==> src/rtl/alu_ctrl_pkg.sv <==
// Shared opcode, state and flag types for the alu sequencing front end.
// Also the wide-flag merge used when two 32-bit passes form one 64-bit result.
package alu_ctrl_pkg;

    typedef enum logic [2:0] {
        ALU_ADD = 3'b000,
        ALU_SUB = 3'b001,
        ALU_AND = 3'b010,
        ALU_OR  = 3'b011,
        ALU_NOT = 3'b100
    } alu_op_t;

    typedef enum logic [2:0] {
        IDLE,
        LO,
        HI,
        FIX,
        RESP
    } alu_ctrl_state_t;

    typedef struct packed {
        logic z;
        logic c;
        logic v;
    } alu_flags_t;

    function automatic logic op_valid(input logic [2:0] op);
        return op <= ALU_NOT;
    endfunction

    // Sub carries are "not borrow", so the two passes combine with AND.
    function automatic alu_flags_t wide_flags(
        input logic [2:0]  op,
        input logic        a_msb,
        input logic        b_msb,
        input logic [63:0] r,
        input logic        c_hi,
        input logic        c_fix
    );
        alu_flags_t f;
        f.z = (r == 64'd0);
        f.c = 1'b0;
        f.v = 1'b0;
        if (op == ALU_ADD) begin
            f.c = c_hi | c_fix;
            f.v = (a_msb == b_msb) && (r[63] != a_msb);
        end else if (op == ALU_SUB) begin
            f.c = c_hi & c_fix;
            f.v = (a_msb != b_msb) && (r[63] != a_msb);
        end
        return f;
    endfunction

endpackage

==> src/rtl/alu_ctrl_if.sv <==
// Command and response handshakes between an issuer and alu_ctrl.
// The master side issues commands and consumes responses.
interface alu_ctrl_if;
    import alu_ctrl_pkg::*;

    logic        cmd_valid;
    logic        cmd_ready;
    logic [2:0]  cmd_op;
    logic        cmd_wide;
    logic [63:0] cmd_a;
    logic [63:0] cmd_b;

    logic        rsp_valid;
    logic        rsp_ready;
    logic [63:0] rsp_res;
    logic        rsp_z;
    logic        rsp_c;
    logic        rsp_v;
    logic        rsp_err;

    modport master (
        output cmd_valid, cmd_op, cmd_wide, cmd_a, cmd_b,
        input  cmd_ready,
        input  rsp_valid, rsp_res, rsp_z, rsp_c, rsp_v, rsp_err,
        output rsp_ready
    );

    modport slave (
        input  cmd_valid, cmd_op, cmd_wide, cmd_a, cmd_b,
        output cmd_ready,
        output rsp_valid, rsp_res, rsp_z, rsp_c, rsp_v, rsp_err,
        input  rsp_ready
    );

endinterface

==> src/rtl/alu_ctrl.sv <==
// Sequences 32-bit alu passes, chaining low/high/fix passes for 64-bit ops,
// and returns registered results over a valid/ready response channel.
module alu_ctrl
    import alu_ctrl_pkg::*;
(
    input  logic        clk,
    input  logic        rst,
    alu_ctrl_if.slave   bus,
    output logic [31:0] alu_opA,
    output logic [31:0] alu_opB,
    output logic [2:0]  alu_sel,
    input  logic [31:0] alu_res,
    input  logic        alu_z,
    input  logic        alu_c,
    input  logic        alu_v
);

    alu_ctrl_state_t state;

    logic [2:0]  op_q;
    logic        wide_q;
    logic        err_q;
    logic [63:0] a_q;
    logic [63:0] b_q;
    logic [31:0] res_lo;
    logic [31:0] res_hi;
    logic        z_lo;
    logic        c_lo;
    logic        v_lo;
    logic        c_hi;
    logic        c_fix;

    logic        need_fix;
    logic [63:0] wide_r;
    alu_flags_t  wide_fl;

    assign bus.cmd_ready = (state == IDLE);

    assign need_fix = ((op_q == ALU_ADD) && c_lo) ||
                      ((op_q == ALU_SUB) && !c_lo);

    assign wide_r  = {res_hi, res_lo};
    assign wide_fl = wide_flags(op_q, a_q[63], b_q[63],
                                wide_r, c_hi, c_fix);

    // ALU drive depends only on state and latched operands.
    always_comb begin
        alu_opA = 32'd0;
        alu_opB = 32'd0;
        alu_sel = 3'b000;
        case (state)
            LO: begin
                alu_opA = a_q[31:0];
                alu_opB = b_q[31:0];
                alu_sel = op_q;
            end
            HI: begin
                alu_opA = a_q[63:32];
                alu_opB = b_q[63:32];
                alu_sel = op_q;
            end
            FIX: begin
                alu_opA = res_hi;
                alu_opB = 32'd1;
                alu_sel = op_q;
            end
            default: ;
        endcase
    end

    always_ff @(posedge clk) begin
        if (rst) begin
            state         <= IDLE;
            op_q          <= 3'b000;
            wide_q        <= 1'b0;
            err_q         <= 1'b0;
            a_q           <= 64'd0;
            b_q           <= 64'd0;
            res_lo        <= 32'd0;
            res_hi        <= 32'd0;
            z_lo          <= 1'b0;
            c_lo          <= 1'b0;
            v_lo          <= 1'b0;
            c_hi          <= 1'b0;
            c_fix         <= 1'b0;
            bus.rsp_valid <= 1'b0;
            bus.rsp_res   <= 64'd0;
            bus.rsp_z     <= 1'b0;
            bus.rsp_c     <= 1'b0;
            bus.rsp_v     <= 1'b0;
            bus.rsp_err   <= 1'b0;
        end else begin
            case (state)
                IDLE: begin
                    if (bus.cmd_valid) begin
                        op_q   <= bus.cmd_op;
                        wide_q <= bus.cmd_wide;
                        a_q    <= bus.cmd_a;
                        b_q    <= bus.cmd_b;
                        err_q  <= !op_valid(bus.cmd_op);
                        state  <= op_valid(bus.cmd_op) ? LO : RESP;
                    end
                end
                LO: begin
                    res_lo <= alu_res;
                    z_lo   <= alu_z;
                    c_lo   <= alu_c;
                    v_lo   <= alu_v;
                    state  <= wide_q ? HI : RESP;
                end
                HI: begin
                    res_hi <= alu_res;
                    c_hi   <= alu_c;
                    // Neutral fix carry for the skipped case.
                    c_fix  <= (op_q == ALU_SUB);
                    state  <= need_fix ? FIX : RESP;
                end
                FIX: begin
                    res_hi <= alu_res;
                    c_fix  <= alu_c;
                    state  <= RESP;
                end
                RESP: begin
                    if (!bus.rsp_valid) begin
                        bus.rsp_valid <= 1'b1;
                        bus.rsp_err   <= err_q;
                        if (err_q) begin
                            bus.rsp_res <= 64'd0;
                            bus.rsp_z   <= 1'b0;
                            bus.rsp_c   <= 1'b0;
                            bus.rsp_v   <= 1'b0;
                        end else if (!wide_q) begin
                            bus.rsp_res <= {32'd0, res_lo};
                            bus.rsp_z   <= z_lo;
                            bus.rsp_c   <= c_lo;
                            bus.rsp_v   <= v_lo;
                        end else begin
                            bus.rsp_res <= wide_r;
                            bus.rsp_z   <= wide_fl.z;
                            bus.rsp_c   <= wide_fl.c;
                            bus.rsp_v   <= wide_fl.v;
                        end
                    end else if (bus.rsp_ready) begin
                        bus.rsp_valid <= 1'b0;
                        state         <= IDLE;
                    end
                end
                default: state <= IDLE;
            endcase
        end
    end

endmodule

==> src/flat_wrapper.sv <==
// flat-port wrapper written by rule: the top's interface ports become plain ports
module alu_ctrl_flat import alu_ctrl_pkg::*;
  (clk, rst, alu_opA, alu_opB, alu_sel, alu_res, alu_z, alu_c, alu_v, bus_cmd_valid, bus_cmd_op, bus_cmd_wide, bus_cmd_a, bus_cmd_b, bus_cmd_ready, bus_rsp_valid, bus_rsp_res, bus_rsp_z, bus_rsp_c, bus_rsp_v, bus_rsp_err, bus_rsp_ready);
  alu_ctrl_if bus_i ();
  input  logic clk;
  input  logic rst;
  output logic [31:0] alu_opA;
  output logic [31:0] alu_opB;
  output logic [2:0] alu_sel;
  input  logic [31:0] alu_res;
  input  logic alu_z;
  input  logic alu_c;
  input  logic alu_v;
  input wire logic [$bits(bus_i.cmd_valid)-1:0] bus_cmd_valid;
  input wire logic [$bits(bus_i.cmd_op)-1:0] bus_cmd_op;
  input wire logic [$bits(bus_i.cmd_wide)-1:0] bus_cmd_wide;
  input wire logic [$bits(bus_i.cmd_a)-1:0] bus_cmd_a;
  input wire logic [$bits(bus_i.cmd_b)-1:0] bus_cmd_b;
  output wire logic [$bits(bus_i.cmd_ready)-1:0] bus_cmd_ready;
  output wire logic [$bits(bus_i.rsp_valid)-1:0] bus_rsp_valid;
  output wire logic [$bits(bus_i.rsp_res)-1:0] bus_rsp_res;
  output wire logic [$bits(bus_i.rsp_z)-1:0] bus_rsp_z;
  output wire logic [$bits(bus_i.rsp_c)-1:0] bus_rsp_c;
  output wire logic [$bits(bus_i.rsp_v)-1:0] bus_rsp_v;
  output wire logic [$bits(bus_i.rsp_err)-1:0] bus_rsp_err;
  input wire logic [$bits(bus_i.rsp_ready)-1:0] bus_rsp_ready;
  assign bus_i.cmd_valid = bus_cmd_valid;
  assign bus_i.cmd_op = bus_cmd_op;
  assign bus_i.cmd_wide = bus_cmd_wide;
  assign bus_i.cmd_a = bus_cmd_a;
  assign bus_i.cmd_b = bus_cmd_b;
  assign bus_cmd_ready = bus_i.cmd_ready;
  assign bus_rsp_valid = bus_i.rsp_valid;
  assign bus_rsp_res = bus_i.rsp_res;
  assign bus_rsp_z = bus_i.rsp_z;
  assign bus_rsp_c = bus_i.rsp_c;
  assign bus_rsp_v = bus_i.rsp_v;
  assign bus_rsp_err = bus_i.rsp_err;
  assign bus_i.rsp_ready = bus_rsp_ready;
  alu_ctrl u_core (.clk(clk), .rst(rst), .bus(bus_i), .alu_opA(alu_opA), .alu_opB(alu_opB), .alu_sel(alu_sel), .alu_res(alu_res), .alu_z(alu_z), .alu_c(alu_c), .alu_v(alu_v));
endmodule
==> config.mk <==
export PLATFORM = sky130hd
export DESIGN_NAME = alu_ctrl_flat
export DESIGN_NICKNAME = d
export VERILOG_FILES = /design/src/rtl/alu_ctrl_pkg.sv /design/src/rtl/alu_ctrl_if.sv /design/src/rtl/alu_ctrl.sv /design/src/flat_wrapper.sv
export SDC_FILE = /design/constraint.sdc
export NUM_CORES = 1
export LEC_CHECK = 0
export ABC_AREA = 1
export CAP_MARGIN = 20
export CORE_ASPECT_RATIO = 0.9
export CORE_MARGIN = 4
export CORE_UTILIZATION = 48
export CTS_CLUSTER_DIAMETER = 100
export CTS_CLUSTER_SIZE = 12
export DETAILED_ROUTE_END_ITERATION = 8
export PLACE_DENSITY_LB_ADDON = 0.25
export SYNTH_ARGS = -nofsm -noshare
export SYNTH_HDL_FRONTEND = slang
export SYNTH_SLANG_ARGS = --single-unit
==> constraint.sdc <==
create_clock -name clk -period 1.5 [get_ports clk]
set_input_delay 0.225 -clock clk [delete_from_list [all_inputs] [get_ports clk]]
set_output_delay 0.225 -clock clk [all_outputs]
set_load 0.05 [all_outputs]
==> results.md <==
- Final hold violation count: 0
- Yosys warnings: 0
- Total vias in the final route: 13585
- Max Cap Viol: 1
- CP Cell Sequence: inv_4 > nand2_4 > nor2_4 > inv_6 > clkbuf_16 > o221ai_4 > buf_12
- Syn Inst Count: 1406
- Post-synth ARST share: 0
- Post-Syn Area: 10840 µm²
- DRC: 0
- CP max stage delay: 0.37 ns
- Final count of pins violating max slew: 10
- Routed WL per cell: 29.40 µm
- Routed Antenna Nets: 0
- CTS tree: built
- Gr busiest metal: met2
- Hold-fix buffers, CTS: 0
- TritonCTS Sinks: 274
- Hold crit path type: primary input to flop
- Final Cycle Share: 1.523
- Grt ovf: 0
- Grt met3 use: 0.05592
- Starting DRT DRC Count: 2132
- H-tree Lvls: 1
- Clock Tree Root: clkbuf_16
- Xor-xnor portion of the synthesized cell area: 0
- Status: finished, violations left
- Largest family of logic cells by synthesized area: compound AO/OA/AOI/OAI gates
- Synthesis-stage register bit count: 274
- Critical path's slowest cell: dfxtp_4
- Slew @ Worst Pin: 1.570 ns
- Routed wire length: 60540 µm
- Leak: 7.475 nW
- IO Count: 308
- Area Overhead vs Synth: 86.43%
- Worst setup SP type: flop
- Met1 global-route usage: 0.3880
- Most frequently used flop master after synthesis: dfxtp_1
- Area leader, netlist: dfxtp_1
- Top post-synthesis cells by area: dfxtp_1 (51%), a21oi_1 (9.7%), o21ai_0 (9.4%)
- Total GRT Usage: 0.2956
- Maximum VDD drop: 0.9934 mV
- Power Density: 1617 nW/µm²
- Initial core utilization: 0.4939
- Antenna violations before repair: 2
- Share of layout cells above drive strength 1: 0.3763
- Post-Synth Simple-Gate Area: 0.1429
- GRT met2 Usage: 0.4907
- Post-synth EDFFs: 0
- WS Path Type: flop to output pin
- Setup-failing EPs final: 294
- Avg Inst Size Synth: 7.711 µm²
- First-pass iteration count of the detailed router: 6
- Number of global-route vias before repair: 10873
- Nets: 1936
- HPWL after DPL: 27460 µm
- Worst Path Max Fanout: 9
- Fin worst setup slack: -0.7843 ns
- Skew final: 0.01871 ns
- Synth Area in Adders: 0
- Routed vias/inst: 6.598
- CORE AREA: 21950 µm²
- Post-synth top area share: 0.5059
- Worst Path Arrival: 2.06 ns
- Die area: 25060 µm²
- FP Rows: 51
- Worst path required time: 1.27 ns
- Post-synth top cells: dfxtp_1 (274), a21oi_1 (210), o21ai_0 (203)
- Violated checks: capacitance limit, slew limit, setup timing
- Crit path buf inv count: 4
- Post-synthesis mux area share: 0
- Seq/Total Area, Yosys: 0.5059
- Die X: 166.4 µm
- RSZ-0062 raised after global routing: true
- Most frequent cell after synthesis: dfxtp_1
- Fin crit period: 2.284 ns
- Dpl ws: -0.08542 ns
- CTS Buf Count: 26
- Worst skew pair latency: 0.56 ns
- IO buf count: 307
- Worst setup EP type: output pin
- Synth cell types: 25
- Slew headroom: -0.04828
- Worst-path clk slew: 0.07 ns
- GP Congestion: 0.9090
- Height of the die: 150.6 µm
- First-pass GRT wire length: 59920 µm
- Longest Clk Path Bufs: 3
- Compound-Gate Fraction of Synth Area: 0.2458
- Max Clock Freq: 437.8 MHz
- Total power: 0.03268 W
- Largest net degree at the start of global routing: 110
- Cell family with most CP delay: buffers and inverters
- Syn nets: 1577
## through the flow
step	util	TNS, ns	instances	area (µm²)	hold slack, ns
5_1_grt	0.9208	-123.18	2059	20210	0.2600
3_3_place_gp	0.7548	-0.08950	1951	16570	0.4463
6_report	0.9208	-115.01	2059	20210	0.2309
2_1_floorplan	-	-5.221	1406	12060	0.3599
4_1_cts	0.7981	-38.06	1988	17520	0.1946
3_5_place_dp	0.7548	-2.116	1951	16570	0.4512
## final timing paths
check,startpoint,end,slack [ns],cells after the start
worst min register to register,u_core.bus.rsp_res[42],u_core.bus.rsp_res[42],0.47,2
worst min-delay path,rst,u_core.bus.rsp_res[0],0.23,3
worst max-delay path,u_core.state[2],alu_opA[7],-0.78,7
worst max register to register,u_core.state[1],u_core.b_q[41],-0.57,11
## area by class of cell
class / count / area, µm²
Antenna cell: 1 / 2.502
Clock buffer: 29 / 671.9
Clock inverter: 1 / 30.03
Fill cell: 641 / 1739
Inverter: 156 / 618.1
Multi-Input combinational cell: 877 / 6794
Sequential cell: 274 / 5494
Tap cell: 291 / 364.1
Timing Repair Buffer: 430 / 6237
## what timing repair did
item,in CTS,in global routing
gates cloned,2,55
setup buffers,5,15
pin swaps,6,77
endpoints found under the setup margin,69,272
resized for setup,104,402
## routing by layer
metal	part of all wire	vias up	routed length [µm]
li1	-	5382	-
met1	0.34	6378	20290
met2	0.45	1346	27280
met3	0.12	477	7334
met4	0.093	2	5618
met5	0.00021	-	13
## cells in the final DEF, fill, tap and decap left out, types with 10 or more instances in the layout
cell type,synthesis,layout
inv_1,152,149
a21oi_1,210,104
nand2_2,14,21
o21ai_1,0,12
nand3_1,42,30
o22ai_4,0,31
clkbuf_16,0,55
o21ai_4,0,35
o21ai_2,0,83
buf_4,5,50
a21oi_2,10,110
buf_6,11,27
nand2_1,158,136
nand2_4,0,14
buf_16,0,10
buf_12,0,139
nor2_1,153,150
o21ai_0,203,73
dfxtp_1,274,271
o221ai_4,0,33
clkdlybuf4s50_1,0,168
## worst reg2reg max path, stage by stage, from the launching register on
cell       delay, ns
dfxtp_4         0.37
buf_6           0.12
buf_4           0.13
nor2_4          0.14
nand2_2         0.13
inv_4           0.11
buf_12          0.17
buf_12          0.14
nand2_8         0.10
clkbuf_16       0.28
o21ai_2         0.17
a21oi_1         0.09
## flip-flops by register name (all words and copies together), names as in the netlist, 3 cells and up
signal              flops
u_core.a_q             64
u_core.state            3
u_core.bus.rsp_res     64
u_core.op_q             3
u_core.res_lo          32
u_core.b_q             64
u_core.res_hi          32
## power by group
group / internal (W) / switching [W] / total, W
Clock: 0.00315 / 0.00296 / 0.00611
Combinational: 0.00704 / 0.00984 / 0.0169
Sequential: 0.00869 / 0.000993 / 0.00969
Total: 0.0189 / 0.0138 / 0.0327
## kinds of logic (layout without fill, tap and decap cells)
logic type,count (synthesis),after routing
AO/OA/AOI/OAI,491,491
AND/OR/NAND/NOR,379,386
flip-flops,274,274
buffers and inverters,262,616
other,0,1
No activity file was read; power rests on OpenSTA's default activity.
